--- src/rtl/mem_arb_pkg.sv ---
// Shared types for the instruction/data memory arbiter.
// Holds the FSM state encoding and the grant ids.
package mem_arb_pkg;

    typedef enum logic [1:0] {
        MA_IDLE = 2'd0,
        MA_REQ  = 2'd1,
        MA_WAIT = 2'd2,
        MA_RESP = 2'd3
    } ma_state_e;

    typedef enum logic {
        MA_GNT_IM = 1'b0,
        MA_GNT_DM = 1'b1
    } ma_gnt_e;

endpackage

--- src/rtl/mem_arb_if.sv ---
// Bundle of the im/dm requester ports and the single memory bus.
// slave: arbiter view; master: core + memory environment view.
interface mem_arb_if #(
    parameter int AW = 64,
    parameter int DW = 64
);
    logic [AW-1:0] im_req_addr;
    logic          im_req_valid;
    logic [DW-1:0] im_resp_rdata;
    logic          im_resp_valid;

    logic [AW-1:0] dm_req_addr;
    logic [DW-1:0] dm_req_wdata;
    logic          dm_req_wen;
    logic          dm_req_valid;
    logic [DW-1:0] dm_resp_rdata;
    logic          dm_resp_valid;

    logic [AW-1:0] mem_req_addr;
    logic [DW-1:0] mem_req_wdata;
    logic          mem_req_wen;
    logic          mem_req_valid;
    logic          mem_req_ready;
    logic [DW-1:0] mem_resp_rdata;
    logic          mem_resp_valid;

    modport slave (
        input  im_req_addr, im_req_valid,
        output im_resp_rdata, im_resp_valid,
        input  dm_req_addr, dm_req_wdata, dm_req_wen, dm_req_valid,
        output dm_resp_rdata, dm_resp_valid,
        output mem_req_addr, mem_req_wdata, mem_req_wen, mem_req_valid,
        input  mem_req_ready, mem_resp_rdata, mem_resp_valid
    );

    modport master (
        output im_req_addr, im_req_valid,
        input  im_resp_rdata, im_resp_valid,
        output dm_req_addr, dm_req_wdata, dm_req_wen, dm_req_valid,
        input  dm_resp_rdata, dm_resp_valid,
        input  mem_req_addr, mem_req_wdata, mem_req_wen, mem_req_valid,
        output mem_req_ready, mem_resp_rdata, mem_resp_valid
    );

endinterface

--- src/rtl/mem_arb_arb2.sv ---
// Two-way grant: fixed dm priority or round-robin with a 1-bit pointer.
// Ports: clk, rst (async active-low), req_im_i, req_dm_i, upd_i, gnt_dm_o.
module mem_arb_arb2 #(
    parameter bit DATA_PRIO = 1'b1
) (
    input  logic clk,
    input  logic rst,
    input  logic req_im_i,
    input  logic req_dm_i,
    input  logic upd_i,
    output logic gnt_dm_o
);

    // Port that wins the next tie; reset favours im.
    logic prio_dm_q;
    logic prio_dm_d;

    always_ff @(posedge clk or negedge rst) begin
        if (!rst) begin
            prio_dm_q <= 1'b0;
        end else begin
            prio_dm_q <= prio_dm_d;
        end
    end

    always_comb begin
        if (DATA_PRIO) begin
            gnt_dm_o = req_dm_i;
        end else begin
            gnt_dm_o = req_dm_i & (~req_im_i | prio_dm_q);
        end
    end

    // Last-granted port loses the next tie.
    always_comb begin
        prio_dm_d = prio_dm_q;
        if (upd_i && (req_im_i || req_dm_i)) begin
            prio_dm_d = ~gnt_dm_o;
        end
    end

endmodule

--- src/rtl/mem_arb.sv ---
// Arbitrates im and dm requests onto one single-outstanding memory bus.
// Ports: clk, rst (async active-low), bus (mem_arb_if.slave: im_*, dm_*, mem_*).
import mem_arb_pkg::*;

module mem_arb #(
    parameter int AW        = 64,
    parameter int DW        = 64,
    parameter bit DATA_PRIO = 1'b1
) (
    input  logic      clk,
    input  logic      rst,
    mem_arb_if.slave  bus
);

    ma_state_e     state_q, state_d;
    ma_gnt_e       gnt_q, gnt_d;
    logic [AW-1:0] addr_q, addr_d;
    logic [DW-1:0] wdata_q, wdata_d;
    logic          wen_q, wen_d;
    logic [DW-1:0] rdata_q, rdata_d;
    logic          abort_q, abort_d;

    logic          gnt_dm;
    logic          arb_upd;
    logic          g_valid;
    logic [AW-1:0] g_addr;
    logic          flush;
    logic          resp_fire;

    assign arb_upd = (state_q == MA_IDLE);

    mem_arb_arb2 #(
        .DATA_PRIO (DATA_PRIO)
    ) u_arb2 (
        .clk      (clk),
        .rst      (rst),
        .req_im_i (bus.im_req_valid),
        .req_dm_i (bus.dm_req_valid),
        .upd_i    (arb_upd),
        .gnt_dm_o (gnt_dm)
    );

    always_ff @(posedge clk or negedge rst) begin
        if (!rst) begin
            state_q <= MA_IDLE;
            gnt_q   <= MA_GNT_IM;
            addr_q  <= '0;
            wdata_q <= '0;
            wen_q   <= 1'b0;
            rdata_q <= '0;
            abort_q <= 1'b0;
        end else begin
            state_q <= state_d;
            gnt_q   <= gnt_d;
            addr_q  <= addr_d;
            wdata_q <= wdata_d;
            wen_q   <= wen_d;
            rdata_q <= rdata_d;
            abort_q <= abort_d;
        end
    end

    // A requester that withdraws or retargets while its transaction is
    // in flight no longer wants the answer.
    always_comb begin
        g_valid = (gnt_q == MA_GNT_DM) ? bus.dm_req_valid : bus.im_req_valid;
        g_addr  = (gnt_q == MA_GNT_DM) ? bus.dm_req_addr : bus.im_req_addr;
        flush   = ~g_valid || (g_addr != addr_q);
    end

    always_comb begin
        state_d = state_q;
        gnt_d   = gnt_q;
        addr_d  = addr_q;
        wdata_d = wdata_q;
        wen_d   = wen_q;
        rdata_d = rdata_q;
        abort_d = abort_q;
        unique case (state_q)
            MA_IDLE: begin
                if (bus.im_req_valid || bus.dm_req_valid) begin
                    state_d = MA_REQ;
                    if (gnt_dm) begin
                        gnt_d   = MA_GNT_DM;
                        addr_d  = bus.dm_req_addr;
                        wdata_d = bus.dm_req_wdata;
                        wen_d   = bus.dm_req_wen;
                    end else begin
                        gnt_d   = MA_GNT_IM;
                        addr_d  = bus.im_req_addr;
                        wdata_d = '0;
                        wen_d   = 1'b0;
                    end
                end
            end
            MA_REQ: begin
                if (flush) abort_d = 1'b1;
                if (bus.mem_req_ready) state_d = MA_WAIT;
            end
            MA_WAIT: begin
                if (flush) abort_d = 1'b1;
                if (bus.mem_resp_valid) begin
                    rdata_d = bus.mem_resp_rdata;
                    state_d = MA_RESP;
                end
            end
            MA_RESP: begin
                state_d = MA_IDLE;
                abort_d = 1'b0;
            end
            default: begin
                state_d = MA_IDLE;
            end
        endcase
    end

    always_comb begin
        resp_fire         = (state_q == MA_RESP) && !abort_q;
        bus.mem_req_valid = (state_q == MA_REQ);
        bus.mem_req_addr  = addr_q;
        bus.mem_req_wdata = wdata_q;
        bus.mem_req_wen   = wen_q;
        bus.im_resp_valid = resp_fire && (gnt_q == MA_GNT_IM);
        bus.dm_resp_valid = resp_fire && (gnt_q == MA_GNT_DM);
        bus.im_resp_rdata = rdata_q;
        bus.dm_resp_rdata = rdata_q;
    end

endmodule

--- src/flat_wrapper.sv ---
// flat-port wrapper written by rule: the top's interface ports become plain ports
module mem_arb_flat 
#(
    parameter int AW        = 64,
    parameter int DW        = 64,
    parameter bit DATA_PRIO = 1'b1
)
  (clk, rst, bus_im_req_addr, bus_im_req_valid, bus_im_resp_rdata, bus_im_resp_valid, bus_dm_req_addr, bus_dm_req_wdata, bus_dm_req_wen, bus_dm_req_valid, bus_dm_resp_rdata, bus_dm_resp_valid, bus_mem_req_addr, bus_mem_req_wdata, bus_mem_req_wen, bus_mem_req_valid, bus_mem_req_ready, bus_mem_resp_rdata, bus_mem_resp_valid);
  mem_arb_if #(.AW(AW), .DW(DW)) bus_i ();
  input  logic clk;
  input  logic rst;
  input wire logic [$bits(bus_i.im_req_addr)-1:0] bus_im_req_addr;
  input wire logic [$bits(bus_i.im_req_valid)-1:0] bus_im_req_valid;
  output wire logic [$bits(bus_i.im_resp_rdata)-1:0] bus_im_resp_rdata;
  output wire logic [$bits(bus_i.im_resp_valid)-1:0] bus_im_resp_valid;
  input wire logic [$bits(bus_i.dm_req_addr)-1:0] bus_dm_req_addr;
  input wire logic [$bits(bus_i.dm_req_wdata)-1:0] bus_dm_req_wdata;
  input wire logic [$bits(bus_i.dm_req_wen)-1:0] bus_dm_req_wen;
  input wire logic [$bits(bus_i.dm_req_valid)-1:0] bus_dm_req_valid;
  output wire logic [$bits(bus_i.dm_resp_rdata)-1:0] bus_dm_resp_rdata;
  output wire logic [$bits(bus_i.dm_resp_valid)-1:0] bus_dm_resp_valid;
  output wire logic [$bits(bus_i.mem_req_addr)-1:0] bus_mem_req_addr;
  output wire logic [$bits(bus_i.mem_req_wdata)-1:0] bus_mem_req_wdata;
  output wire logic [$bits(bus_i.mem_req_wen)-1:0] bus_mem_req_wen;
  output wire logic [$bits(bus_i.mem_req_valid)-1:0] bus_mem_req_valid;
  input wire logic [$bits(bus_i.mem_req_ready)-1:0] bus_mem_req_ready;
  input wire logic [$bits(bus_i.mem_resp_rdata)-1:0] bus_mem_resp_rdata;
  input wire logic [$bits(bus_i.mem_resp_valid)-1:0] bus_mem_resp_valid;
  assign bus_i.im_req_addr = bus_im_req_addr;
  assign bus_i.im_req_valid = bus_im_req_valid;
  assign bus_im_resp_rdata = bus_i.im_resp_rdata;
  assign bus_im_resp_valid = bus_i.im_resp_valid;
  assign bus_i.dm_req_addr = bus_dm_req_addr;
  assign bus_i.dm_req_wdata = bus_dm_req_wdata;
  assign bus_i.dm_req_wen = bus_dm_req_wen;
  assign bus_i.dm_req_valid = bus_dm_req_valid;
  assign bus_dm_resp_rdata = bus_i.dm_resp_rdata;
  assign bus_dm_resp_valid = bus_i.dm_resp_valid;
  assign bus_mem_req_addr = bus_i.mem_req_addr;
  assign bus_mem_req_wdata = bus_i.mem_req_wdata;
  assign bus_mem_req_wen = bus_i.mem_req_wen;
  assign bus_mem_req_valid = bus_i.mem_req_valid;
  assign bus_i.mem_req_ready = bus_mem_req_ready;
  assign bus_i.mem_resp_rdata = bus_mem_resp_rdata;
  assign bus_i.mem_resp_valid = bus_mem_resp_valid;
  mem_arb #(.AW(AW), .DW(DW), .DATA_PRIO(DATA_PRIO)) u_core (.clk(clk), .rst(rst), .bus(bus_i));
endmodule
--- config.mk ---
export PLATFORM = sky130hd
export DESIGN_NAME = mem_arb_flat
export DESIGN_NICKNAME = d
export VERILOG_FILES = /design/src/rtl/mem_arb_pkg.sv /design/src/rtl/mem_arb_if.sv /design/src/rtl/mem_arb_arb2.sv /design/src/rtl/mem_arb.sv /design/src/flat_wrapper.sv
export SDC_FILE = /design/constraint.sdc
export NUM_CORES = 1
export LEC_CHECK = 0
export CAP_MARGIN = 10
export CORE_AREA = 2 2 202 204
export CTS_CLUSTER_DIAMETER = 30
export CTS_CLUSTER_SIZE = 30
export DETAILED_ROUTE_END_ITERATION = 10
export DIE_AREA = 0 0 204 206
export GPL_TIMING_DRIVEN = 0
export SLEW_MARGIN = 20
export SYNTH_ARGS = -nofsm -noshare
export SYNTH_HDL_FRONTEND = slang
export SYNTH_SLANG_ARGS = --single-unit
export TNS_END_PERCENT = 5
--- constraint.sdc ---
create_clock -name clk -period 3.8 [get_ports clk]
set_input_delay 0.76 -clock clk [delete_from_list [all_inputs] [get_ports clk]]
set_output_delay 0.76 -clock clk [all_outputs]
set_load 0.005 [all_outputs]
# After elaboration in Yosys (flattened, before gate mapping)
# Cells that the tools add are included.
# word_totals
regBits,197
out_inout_bits,260
# classes
n_eq_ne,8
mux,12
bitwise,2
n_reduce_logical,13
# op_table
cell,n
64-bit 2-to-1 mux,3
64-bit != test,1
2-bit case mux with 4 select lines,1
2-bit 2-to-1 mux,3
2-bit AND reduction,3
"2-bit == test, second input constant",2
1-bit 2-to-1 mux,4
"2-bit by 1-bit != test with 1-bit output, second input constant",2
"2-bit != test, second input constant",2
1-bit logical AND,3
3-bit AND reduction,1
"2-bit by 1-bit == test with 1-bit output, second input constant",1
2-bit logical NOT,1
1-bit logical OR,2
1-bit NOT,2
1-bit case mux with 2 select lines,1
2-bit nonzero test,1
2-bit OR reduction,1
1-bit logical NOT,1

# Depth between registers and ports, before layout
# logic_depth
word_depth,5
mapped_depth,10

# Modules after synthesis
# Synthesis repeated with hierarchy kept, for this count alone.
# unflattened
hier_cells,950
area_unflattened_um2,9917.0
# modules_own_cells
module,n_inst,cells_each,area_per_inst_um2
mem_arb,1,949,9909.5
mem_arb_arb2,1,1,7.5

# Worst setup path after synthesis
# OpenSTA, ideal clock, no wires.
# synth_timing
kind,in2reg
from,input port bus_dm_req_valid
to,register u_core.wdata_q[3] (netlist: u_core.bus.mem_req_wdata[3])
setup_time_ns,0.067
arrival_time_ns,2.190
setup_slack_ns,1.544
path_stages,7
path_cell_list,clkbuf_1 -> o21ai_0 -> clkbuf_1 -> clkbuf_1 -> clkbuf_1 -> nand2_1 -> nand2_1
# synth_via
elab_chain_cells,2
word_cells_on_any_way,3
classes_between,1 x mux; 2 x reduce/logical
# synth_rtl
element,line_no,source
from (decl),flat_wrapper.sv:19,input wire logic [$bits(bus_i.dm_req_valid)-1:0] bus_dm_req_valid;
1-bit logical OR,mem_arb.sv:81,if (bus.im_req_valid || bus.dm_req_valid) begin
2-bit AND reduction (no source line),--,
to (signal assigned),mem_arb.sv:56,wdata_q <= wdata_d;
to (decl),mem_arb.sv:18,"logic [DW-1:0] wdata_q, wdata_d;"
# Parallel ways exist; a longest one is shown, timed or not.
# A chain may end at the register's enable or synchronous reset.

# Worst setup path in the final report
# layout_timing
from,register u_core.gnt_q
to,output port bus_dm_resp_valid
# layout_via
elab_chain_cells,1
# layout_rtl
element,line_no,source
from (decl),mem_arb.sv:16,"ma_gnt_e gnt_q, gnt_d;"
from (signal assigned),mem_arb.sv:54,gnt_q <= gnt_d;
1-bit logical AND,mem_arb.sv:124,bus.dm_resp_valid = resp_fire && (gnt_q == MA_GNT_DM);
to (decl),flat_wrapper.sv:21,output wire logic [$bits(bus_i.dm_resp_valid)-1:0] bus_dm_resp_valid;
# No other way between the ends.

==> metrics.md <==
| Metric | Value |
|---|---|
| Final hold slack | 0.134 ns |
| Final min period | 3.08 ns |
| RSZ-0062 raised after global routing | false |
| CTS Hold Bufs | 0 |
| Worst slew pin tran | 0.972 ns |
| Post-synthesis adder-cell area fraction | 0.630% |
| Cts bufs inserted | 17 |
| Area Growth Syn to Fin | 65.8% |
| Element type at the critical path end | primary output |
| Max_slew headroom | 35.2% |
| Worst Reg2Reg Path Length in Cells | 9 |
| Final core utilization | 41.0% |
| # nets final | 1761 |
| Vias/cell | 4.42 |
| Layout cells sized above 1 | 11.4% |
| Synth cell types | 34 |
| First-pass GRT wire length | 58000 µm |
| Crit path DAT | 2.32 ns |
| Max rail drop VDD | 297 µV |
| FP Rows | 74 |
| CORE AREA | 40200 µm² |
| IO Port Bufs | 521 |
| GP Congestion | 0.848 |
| Setup Buffers After CTS | 0 |
| Post-Synth XOR/XNOR Area | 4.41% |
| Largest family of logic cells by synthesized area | multiplexers |
| Filler cells | 4011 |
| Worst-path clk slew | 0.09 ns |
| Grt ovf | 0 |
| CP Max Fanout | 10 |
| Slew Limit Fails | 0 |
| Dpl ws | 0.208 ns |
| Syn_area_per_cell | 10.4 µm² |
| #FFs+latches synth | 197 |
| Crit Path Category | flop to primary output |
| Flop2flop setup slack | 0.94 ns |
| CTS root buf | clkbuf_16 |
| Die Y | 206 µm |
| Post-Place Cells | 2006 |
| Mux cell area share after synthesis | 20.2% |
| Max-Cap Viols | 0 |
| CTS H-tree depth | 4 |
| Reg2reg start | u_core.gnt_q |
| CTS max path bufs | 2 |
| Syn Std Cell Area | 9930 µm² |
| CP required | 3.04 ns |
| Total GRT Usage | 18.6% |
| Final setup fails | 0 |
| DRT antenna net count | 0 |
| DR DRC count | 0 |
| Top post-synthesis cells by area | dfrtp_1, mux2i_1, nand2_1 |
| YS warnings | 0 |
| Largest net degree at the start of global routing | 93 |
| Vias in the first global route | 9203 |
| Clk_skew | 0.0125 ns |
| Setup tns final | 0 ns |
| Die W | 204 µm |
| WL final | 40000 µm |
| Final HPWL DP | 32000 µm |
| DIE AREA | 42000 µm² |
| Outcome | finished, final reports clean |
| Leakage | 7.18 nW |
| CTS tree | built |
| Hold crit path type | input pin to asynchronous set/reset pin |
| Post-CTS Resized | 0 |
| Power, Total | 12.7 mW |
| Iter 0 DRT Violations | 435 |
| DR pass1 iterations | 5 |
| Yosys top cell by area | dfrtp_1 |
| Wire per inst | 19.6 µm |
| Pwr/cell area | 770 nW/µm² |
| Worst Setup Start Kind | flop |
| Hold Fails Final Rpt | 0 |
| Antenna violations before repair | 6 |
| Final period util | 81.0% |
| Register area share after synthesis | 49.7% |
| Ports | 523 |
| Synth Area in Compound Gates | 4.95% |
| Setup WS post-layout | 0.724 ns |
| Clk sink count | 197 |
| Non-filler cells, final | 2043 |
| Worst-Skew Late Latency | 0.45 ns |
| Capturing point of the worst reg2reg path | u_core.abort_q |
| Simple-gate share of the synthesized area | 12.6% |
| Area of placed instances | 15900 µm² |
| Synth Net Count | 1219 |
| Final Cell Area | 16500 µm² |
| Initial cell density of the core | 24.7% |
| Via Count | 9034 |
| Max Clk Rate | 0.325 GHz |
| Synth top area share | 49.7% |
| Syn Inst Count | 951 |
## per-layer routing
metal / global-route usage, % / up-vias / routed length [µm]
met5: 0 / - / 8
met3: 4.84 / 51 / 2980
li1: - / 4290 / -
met4: 7.53 / 2 / 1050
met2: 31.0 / 365 / 19400
met1: 22.8 / 4326 / 16600
## synthesized netlist by cell type, drive strengths merged
cell type and instances:
o2111ai 1, and3b 1, o2bb2ai 4, clkbuf 48, a22oi 1, o21ai 68
a222oi 1, ha 5, a2111oi 2, nor3b 1, nand3 67, nand4 3
nand3b 1, and3 1, nand2b 3, xnor2 50, o22ai 4, buf 73
dfrtp 197, mux2i 128, inv 5, o211ai 2, nand2 201, mux2 64
and2 1, nor3 1, a221oi 3, nor2 3, nor4 12
## logic make-up after synthesis
logic type / Yosys count
flops: 197
fa+ha+maj: 5
buf+inv: 126
simple gates: 295
mux: 192
xor+xnor: 50
compound gates: 86
## power by group
group / internal [mW] / total, mW / switching, mW
sequential: 3.09 / 3.94 / 0.847
clock: 0.942 / 1.86 / 0.915
combinational: 4.09 / 6.88 / 2.79
## critical path: stages, from the launching register on
cell and delay [ns]:
dfrtp_1 0.34, buf_6 0.15, buf_4 0.23, buf_2 0.37, and3b_1 0.22, clkdlybuf4s50_1 0.56
## worst max path at each step
stage / cells past startpoint / endpoint / from
6_report: 5 / bus_dm_resp_valid / u_core.gnt_q
5_1_grt: 7 / u_core.bus.mem_req_wdata[52] / bus_im_req_valid
4_1_cts: 5 / bus_dm_resp_valid / u_core.gnt_q
3_5_place_dp: 7 / u_core.bus.mem_req_wdata[10] / bus_im_req_valid
3_3_place_gp: 1 / u_core.bus.dm_resp_rdata[48] / rst
2_1_floorplan: 7 / u_core.bus.mem_req_wdata[3] / bus_dm_req_valid
## cell type report
cell class	count	area (µm²)	area share (%)
clock inverter	14	140	0.851
multi-input combinational	628	4250	25.8
inverter	5	18.8	0.114
sequential	197	4930	30.0
timing repair buffer	523	5280	32.1
antenna	5	12.5	0.0760
tap	532	666	4.04
clock buffer	18	439	2.67
buffer	121	728	4.42
## cells in the final DEF (no fill, tap or decap), types with 2 or more instances in the layout
cell type	n
o22ai_1	4
clkbuf_1	48
clkdlybuf4s50_1	520
a221oi_1	3
buf_16	2
dfrtp_1	197
ha_1	5
o2bb2ai_1	4
nand3_1	67
inv_8	2
mux2_2	64
mux2i_1	128
buf_8	2
buf_2	3
inv_1	5
xnor2_1	50
nor4_1	12
o211ai_1	2
o21ai_0	68
diode_2	5
clkinvlp_4	4
nor2_1	3
inv_6	5
nand4_1	3
clkbuf_16	17
nand2b_1	3
nand2_1	201
buf_4	67
## state kept, by name (all words and copies together), names as in the netlist
name                      count
u_core.bus.mem_req_addr      64
u_core.abort_q                1
u_core.bus.mem_req_wdata     64
u_core.bus.mem_req_wen        1
u_core.state_q                2
u_core.gnt_q                  1
u_core.bus.dm_resp_rdata     64
Note: power is estimated with default switching activity, not from simulation.
